<file path="src/rtl/pipe_fifo.sv">
// First-word-fall-through circular FIFO with valid/ready on both sides.
// Pointers carry an extra wrap bit so that full and empty can be told apart.
module pipe_fifo #(
    parameter int WIDTH = 32,
    parameter int DEPTH = 8
) (
    input  logic                     clk,
    input  logic                     rst_aL,
    input  logic                     flush,
    input  logic                     enq_valid,
    input  logic [WIDTH-1:0]         enq_data,
    output logic                     enq_ready,
    output logic                     deq_valid,
    output logic [WIDTH-1:0]         deq_data,
    input  logic                     deq_ready,
    output logic [$clog2(DEPTH):0]   count
);

    localparam int IDX_W = $clog2(DEPTH);
    localparam int PTR_W = IDX_W + 1;

    logic [WIDTH-1:0] mem [DEPTH];
    logic [PTR_W-1:0] head;
    logic [PTR_W-1:0] tail;

    logic [IDX_W-1:0] head_idx;
    logic [IDX_W-1:0] tail_idx;
    logic             empty;
    logic             full;
    logic             enq_fire;
    logic             deq_fire;

    assign head_idx = head[IDX_W-1:0];
    assign tail_idx = tail[IDX_W-1:0];

    assign empty = (head == tail);
    assign full  = (head_idx == tail_idx) && (head[IDX_W] != tail[IDX_W]);

    // Ready never looks at deq_ready, so a full FIFO refuses enq even while popping.
    assign enq_ready = !full;
    assign deq_valid = !empty;
    assign deq_data  = mem[head_idx];
    assign count     = tail - head;

    assign enq_fire = enq_valid && enq_ready;
    assign deq_fire = deq_valid && deq_ready;

    always_ff @(posedge clk or negedge rst_aL) begin
        if (!rst_aL) begin
            head <= '0;
            tail <= '0;
        end else if (flush) begin
            head <= '0;
            tail <= '0;
        end else begin
            if (enq_fire) begin
                tail <= tail + 1'b1;
            end
            if (deq_fire) begin
                head <= head + 1'b1;
            end
        end
    end

    // Storage is cleared on reset so deq_data reads zero out of reset.
    always_ff @(posedge clk or negedge rst_aL) begin
        if (!rst_aL) begin
            for (int i = 0; i < DEPTH; i++) begin
                mem[i] <= '0;
            end
        end else if (enq_fire && !flush) begin
            mem[tail_idx] <= enq_data;
        end
    end

endmodule

</file>
<file path="config.mk">
export PLATFORM = sky130hd
export DESIGN_NAME = pipe_fifo
export DESIGN_NICKNAME = d
export VERILOG_FILES = /design/src/rtl/pipe_fifo.sv
export SDC_FILE = /design/constraint.sdc
export NUM_CORES = 1
export LEC_CHECK = 0
export CAP_MARGIN = 0
export CORE_MARGIN = 1.5
export CORE_UTILIZATION = 50
export CTS_CLUSTER_SIZE = 28
export DETAILED_ROUTE_END_ITERATION = 10
export GPL_TIMING_DRIVEN = 0
export PLACE_DENSITY = 0.69
export SETUP_SLACK_MARGIN = 0.05
export SYNTH_ARGS = -nofsm -noshare
export SYNTH_HDL_FRONTEND = slang
export SYNTH_SLANG_ARGS = --single-unit
</file>
<file path="constraint.sdc">
create_clock -name clk -period 3.7 [get_ports clk]
set_clock_uncertainty 0.05 [all_clocks]
set_input_delay 0.74 -clock clk [delete_from_list [all_inputs] [get_ports clk]]
set_output_delay 0.74 -clock clk [all_outputs]
set_load 0.03 [all_outputs]
</file>
==> Word level (Yosys, flattened, before mapping) <==
Index checks and enable logic that the tools add are counted.
{ "word_totals": {"wordCells": 41, "reg_bits": 264} }
{ "op_classes": {"bitwise": 2, "n_eq_ne": 3, "magnitude_cmp": 3, "reduce_logical": 10, "muxes": 10, "addsub": 3} }
{ "ops": {"columns": ["cell", "count"], "rows": [
  ["bitwise mux 256 bit", 1],
  ["binary-select mux 32 bit (select 3 bit)", 1],
  ["demux 32 bit (select 3 bit)", 1],
  ["2-to-1 mux 32 bit", 3],
  ["2-to-1 mux 4 bit", 4],
  ["adder 4 x 1 -> 4 bit, second input constant", 2],
  ["greater-or-equal comparator 4 bit, second input constant", 2],
  ["NOT 3 -> 4 bit", 2],
  ["logical AND 1 bit", 5],
  ["equality test 4 bit", 1],
  ["less-than comparator 4 x 1 -> 1 bit, second input constant", 1],
  ["nonzero test 2 bit", 2],
  ["subtractor 4 bit", 1],
  ["equality test 3 bit", 1],
  ["logical NOT 1 bit", 3],
  ["inequality test 1 bit", 1]
]} }

==> Logic depth before layout (Yosys ltp) <==
{ "logic_depth": {"ltp_word": 6, "mapped_depth": 10, "mapped_depth_nobuf": 6} }

==> Worst setup path after synthesis <==
OpenSTA, ideal clock, no wires.
{ "synth_path": {"path_type": "register to register", "startpoint": "reg head[1]", "endpoint": "reg mem[161] (netlist name)", "path_buffers": 4, "t_arrival_ps": 2836, "slack_ps": 689, "required_ps": 3525, "path_stages_with_launch": 11, "path_cell_list": "dfrtp_1 > buf_1 > buf_1 > inv_1 > ha_1 > and3_1 > buf_2 > a21o_4 > nor4_4 > buf_6 > mux2_2"} }
{ "synth_via": {"elab_chain_cells": 5} }
{ "synth_lines": {"columns": ["item", "line", "rtl"], "rows": [
  ["start: declaration", "23", "logic [PTR_W-1:0] head;"],
  ["start signal: assignment", "60", "head <= head + 1'b1;"],
  ["equality test 3 bit", "37", "assign full = (head_idx == tail_idx) && (head[IDX_W] != tail[IDX_W]);"],
  ["logical AND 1 bit", "37", null],
  ["logical NOT 1 bit", "40", "assign enq_ready = !full;"],
  ["logical AND 1 bit", "45", "assign enq_fire = enq_valid && enq_ready;"],
  ["logical AND 1 bit", "71", "end else if (enq_fire && !flush) begin"],
  ["end signal: indexed assignment", "72", "mem[tail_idx] <= enq_data;"],
  ["end: declaration", "22", "logic [WIDTH-1:0] mem [DEPTH];"]
]} }
Every way passes these cells.
A chain may end at the register's enable or synchronous reset.

==> Worst setup path in the final report <==
{ "layout_path": {"startpoint": "reg head[0]", "endpoint": "out deq_data[15]"} }
{ "layout_via": {"elab_chain_cells": 4} }
{ "layout_lines": {"columns": ["item", "line", "rtl"], "rows": [
  ["NOT 3 -> 4 bit (not written as such)", "42", "assign deq_data = mem[head_idx];"],
  ["binary-select mux 32 bit (select 3 bit)", "42", null],
  ["2-to-1 mux 32 bit (not written as such) (2 in series)", "42", null],
  ["end: declaration", "14", "output logic [WIDTH-1:0] deq_data,"]
]} }
Every way passes these cells. The select of a mux whose other input is x is not followed.

==> impl_metrics.py <==
metrics = {
    "yosys": {
        "synth-edff-count": 0,
        "syn_area_um2": 12130,
        "netlist_instances": 793,
        "avgSynthCellArea_um2": 15.30,
        "synthTopCellsByArea": "dfrtp_1 54%, mux2_2 23%, mux4_2 12%, nand2_1 3.2%, mux2_1 1.0%",
        "synth_compound_gate_area_share": 0.007633,
        "synth.distinct_cells": 37,
        "synth_top_family_by_area": "multiplexers",
        "synth-simple-area-share": 0.04662,
        "syn-num-nets": 836,
        "muxShareOfSynthArea": 0.3573,
        "synth-xor-area-share": 0.008458,
        "ys_seq_area_frac": 0.5446,
        "ys_seq_elements": 264,
        "yosys_warnings": 0,
        "synth_ff_type": "dfrtp_1",
        "synth_top_area_share": 0.5446,
        "synthAdderAreaFrac": 0.006808,
        "async_flop_share": 1.000,
        "yosysTopAreaCell": "dfrtp_1",
    },
    "routing": {
        "totalWireLength_um": 26930,
        "drt_iter0_markers": 360,
        "dr.pass1.iters": 6,
        "vias": 6994,
        "drc_errors": 0,
        "vias_per_cell": 5.645,
        "detail_route.wl_per_cell_um": 21.73,
        "ant_nets": 0,
    },
    "grt": {
        "grt_use_total": 0.2231,
        "gr-total-overflow": 0,
        "grt_pass1_wl_um": 44330,
        "grt_max_degree": 104,
        "grt_antenna_before_repair": 2,
        "grt_pass1_vias": 8002,
    },
    "critical_path": {
        "crit_arrival_ns": 2.75,
        "cp_max_fo": 10,
        "critPathLaunchType": "flip-flop",
        "cp-end-kind": "output pin",
        "critPathRequiredTime_ns": 2.91,
        "r2r_end": "mem[174]$_DFFE_PN0P_",
        "reg2reg_depth": 10,
        "reg2reg_slack_ns": 0.52,
        "reg2reg_from": "head[1]$_DFFE_PN0P_",
        "worstSetupPathType": "flip-flop to output pin",
    },
    "die": {
        "dieArea_um2": 25200,
        "die_h_um": 158.8,
        "chipWidth_um": 158.8,
        "io_pins": 75,
        "start_util": 0.5137,
        "core_um2": 23610,
        "fp-row-count": 56,
    },
    "final_layout": {
        "multi_input_area_um2": 5177,
        "drive_gt1_frac": 0.4533,
        "finalCoreUtilization": 0.6094,
        "final_nets": 941,
        "final_common_cell": "dfrtp_1",
        "antenna_cells": 0,
        "final-seq-area_um2": 6608,
        "mostFrequentLayoutCells": "263 x dfrtp_1, 245 x mux2_2, 103 x nand2_1, 64 x mux4_2, 62 x clkdlybuf4s50_1",
        "area_delta_synth_final_pct": 18.63,
        "n_fill_cell": 1802,
    },
    "run_status": {
        "status": "finished, final reports clean",
    },
    "power": {
        "p_per_area_nw_per_um2": 613.2,
        "leakage_nw": 6.707,
        "vdd_ir_drop_max_uv": 372.9,
    },
    "clock_tree": {
        "path_clk_slew_ns": 0.06,
        "clockBufferDepth": 3,
        "cts_buffers": 28,
        "postCtsSetupBuffers": 0,
        "htreeDepth": 1,
        "cts_root_buf": "clkbuf_16",
        "cts.sink_count": 264,
        "cts_tree": "built",
        "clock_latency_ns": 0.53,
    },
    "sta": {
        "fmax_mhz": 282.1,
        "tns_ns": 0,
        "period_needed_ns": 3.544,
        "final_hold_viol_count": 0,
        "finalSetupViolCount": 0,
        "slew_headroom": 0.4836,
        "worst_pin_slew_ns": 0.7745,
        "rsz0062_at_grt": "false",
        "finalCritPeriodShare": 0.9579,
        "slew_violations": 0,
    },
    "worst_hold_path": {
        "hold_path_class": "input pin to async pin",
    },
    "run": {
        "max-cap-violations": 0,
    },
    "place": {
        "hpwl_um": 17910,
        "place.gp.congestion": 0.7787,
        "io_buffer_count": 74,
    },
}
## synthesized netlist by cell type (2+ instances only)
| library cell | number |
|---|---|
| inv_1 | 6 |
| clkbuf_1 | 11 |
| nand2_1 | 103 |
| mux2_1 | 11 |
| dfrtp_1 | 264 |
| a21oi_1 | 5 |
| nand4_1 | 2 |
| ha_1 | 5 |
| nand3_2 | 2 |
| buf_4 | 15 |
| buf_1 | 4 |
| xnor2_1 | 7 |
| nor2_1 | 9 |
| nor4_4 | 2 |
| buf_6 | 9 |
| buf_2 | 10 |
| mux2_2 | 245 |
| mux4_2 | 64 |
## layout make-up
class / count / area share
Sequential cell: 264 / 0.4592
Timing Repair Buffer: 76 / 0.05547
Clock inverter: 12 / 0.01496
Buffer: 48 / 0.02556
Inverter: 7 / 0.001913
Clock buffer: 40 / 0.05539
Multi-Input combinational cell: 473 / 0.3598
Tap cell: 319 / 0.02774
## worst max-delay path by stage
| stage | startpoint | endpoint | slack (ns) | cells after the start |
|---|---|---|---|---|
| finish | head[0]$_DFFE_PN0P_ | deq_data[15] | 0.16 | 6 |
| global route | head[0]$_DFFE_PN0P_ | deq_data[13] | 0.05 | 6 |
| CTS | head[0]$_DFFE_PN0P_ | deq_data[11] | 0.01 | 6 |
| detailed placement | head[1]$_DFFE_PN0P_ | count[3] | -0.44 | 8 |
| global placement | rst_aL | mem[144]$_DFFE_PN0P_ | -8.46 | 1 |
| floorplan | head[1]$_DFFE_PN0P_ | mem[161]$_DFFE_PN0P_ | 0.69 | 10 |
## routing by layer
| metal | track usage | vias to the layer above | wire [um] |
|---|---|---|---|
| met5 | 0 | - | 11 |
| met4 | 0.06407 | 2 | 563 |
| met3 | 0.03840 | 37 | 1104 |
| met2 | 0.3923 | 128 | 14150 |
| met1 | 0.2831 | 3733 | 11100 |
| li1 | - | 3094 | - |
## timing repair
action | CTS | global route
setup endpoints to repair | 263 | 34
gates cloned | 0 | 0
pin swaps | 0 | 0
gates resized for setup | 23 | 20
hold buffers | 0 | 0
## registers in the layout (all words and copies together) (netlist names)
signal,cells
tail,4
head,4
mem,256
## critical path: stages (launching register included)
cell	delay (ns)
dfrtp_1	0.46
buf_6	0.23
buf_6	0.23
mux4_2	0.51
nand2_1	0.09
nand2_1	0.08
clkdlybuf4s50_1	0.60
## per-stage QoR
step | instances | hold WS, ns | setup slack, ns | total power [W] | instance area [um2]
after floorplan | 793 | 0.3944 | 0.6895 | 0.005047 | 12130
after global placement | 1186 | 0.4130 | -8.463 | 0.005747 | 13270
after detailed placement | 1188 | 0.4322 | -0.4371 | 0.005869 | 13330
after CTS | 1239 | 0.1368 | 0.01372 | 0.008921 | 14370
after global routing | 1239 | 0.1540 | 0.05112 | 0.009233 | 14390
final | 1239 | 0.1133 | 0.1556 | 0.008824 | 14390
## power by group
part | switching (W) | internal [W]
Clock | 0.00112 | 0.00191
Sequential | 0.000232 | 0.00334
Combinational | 0.00108 | 0.00114
Total | 0.00243 | 0.00639
## cell families (layout without fill, tap and decap cells)
logic type / count (synthesis) / in the layout
AOI/OAI and AO/OA: 12 / 12
buffers and inverters: 56 / 183
adders and majority gates: 6 / 6
and+or+nand+nor: 124 / 124
DFF: 264 / 264
muxes: 321 / 321
xor gates and xnor gates: 10 / 10
Note: power is estimated with default switching activity, not from simulation.
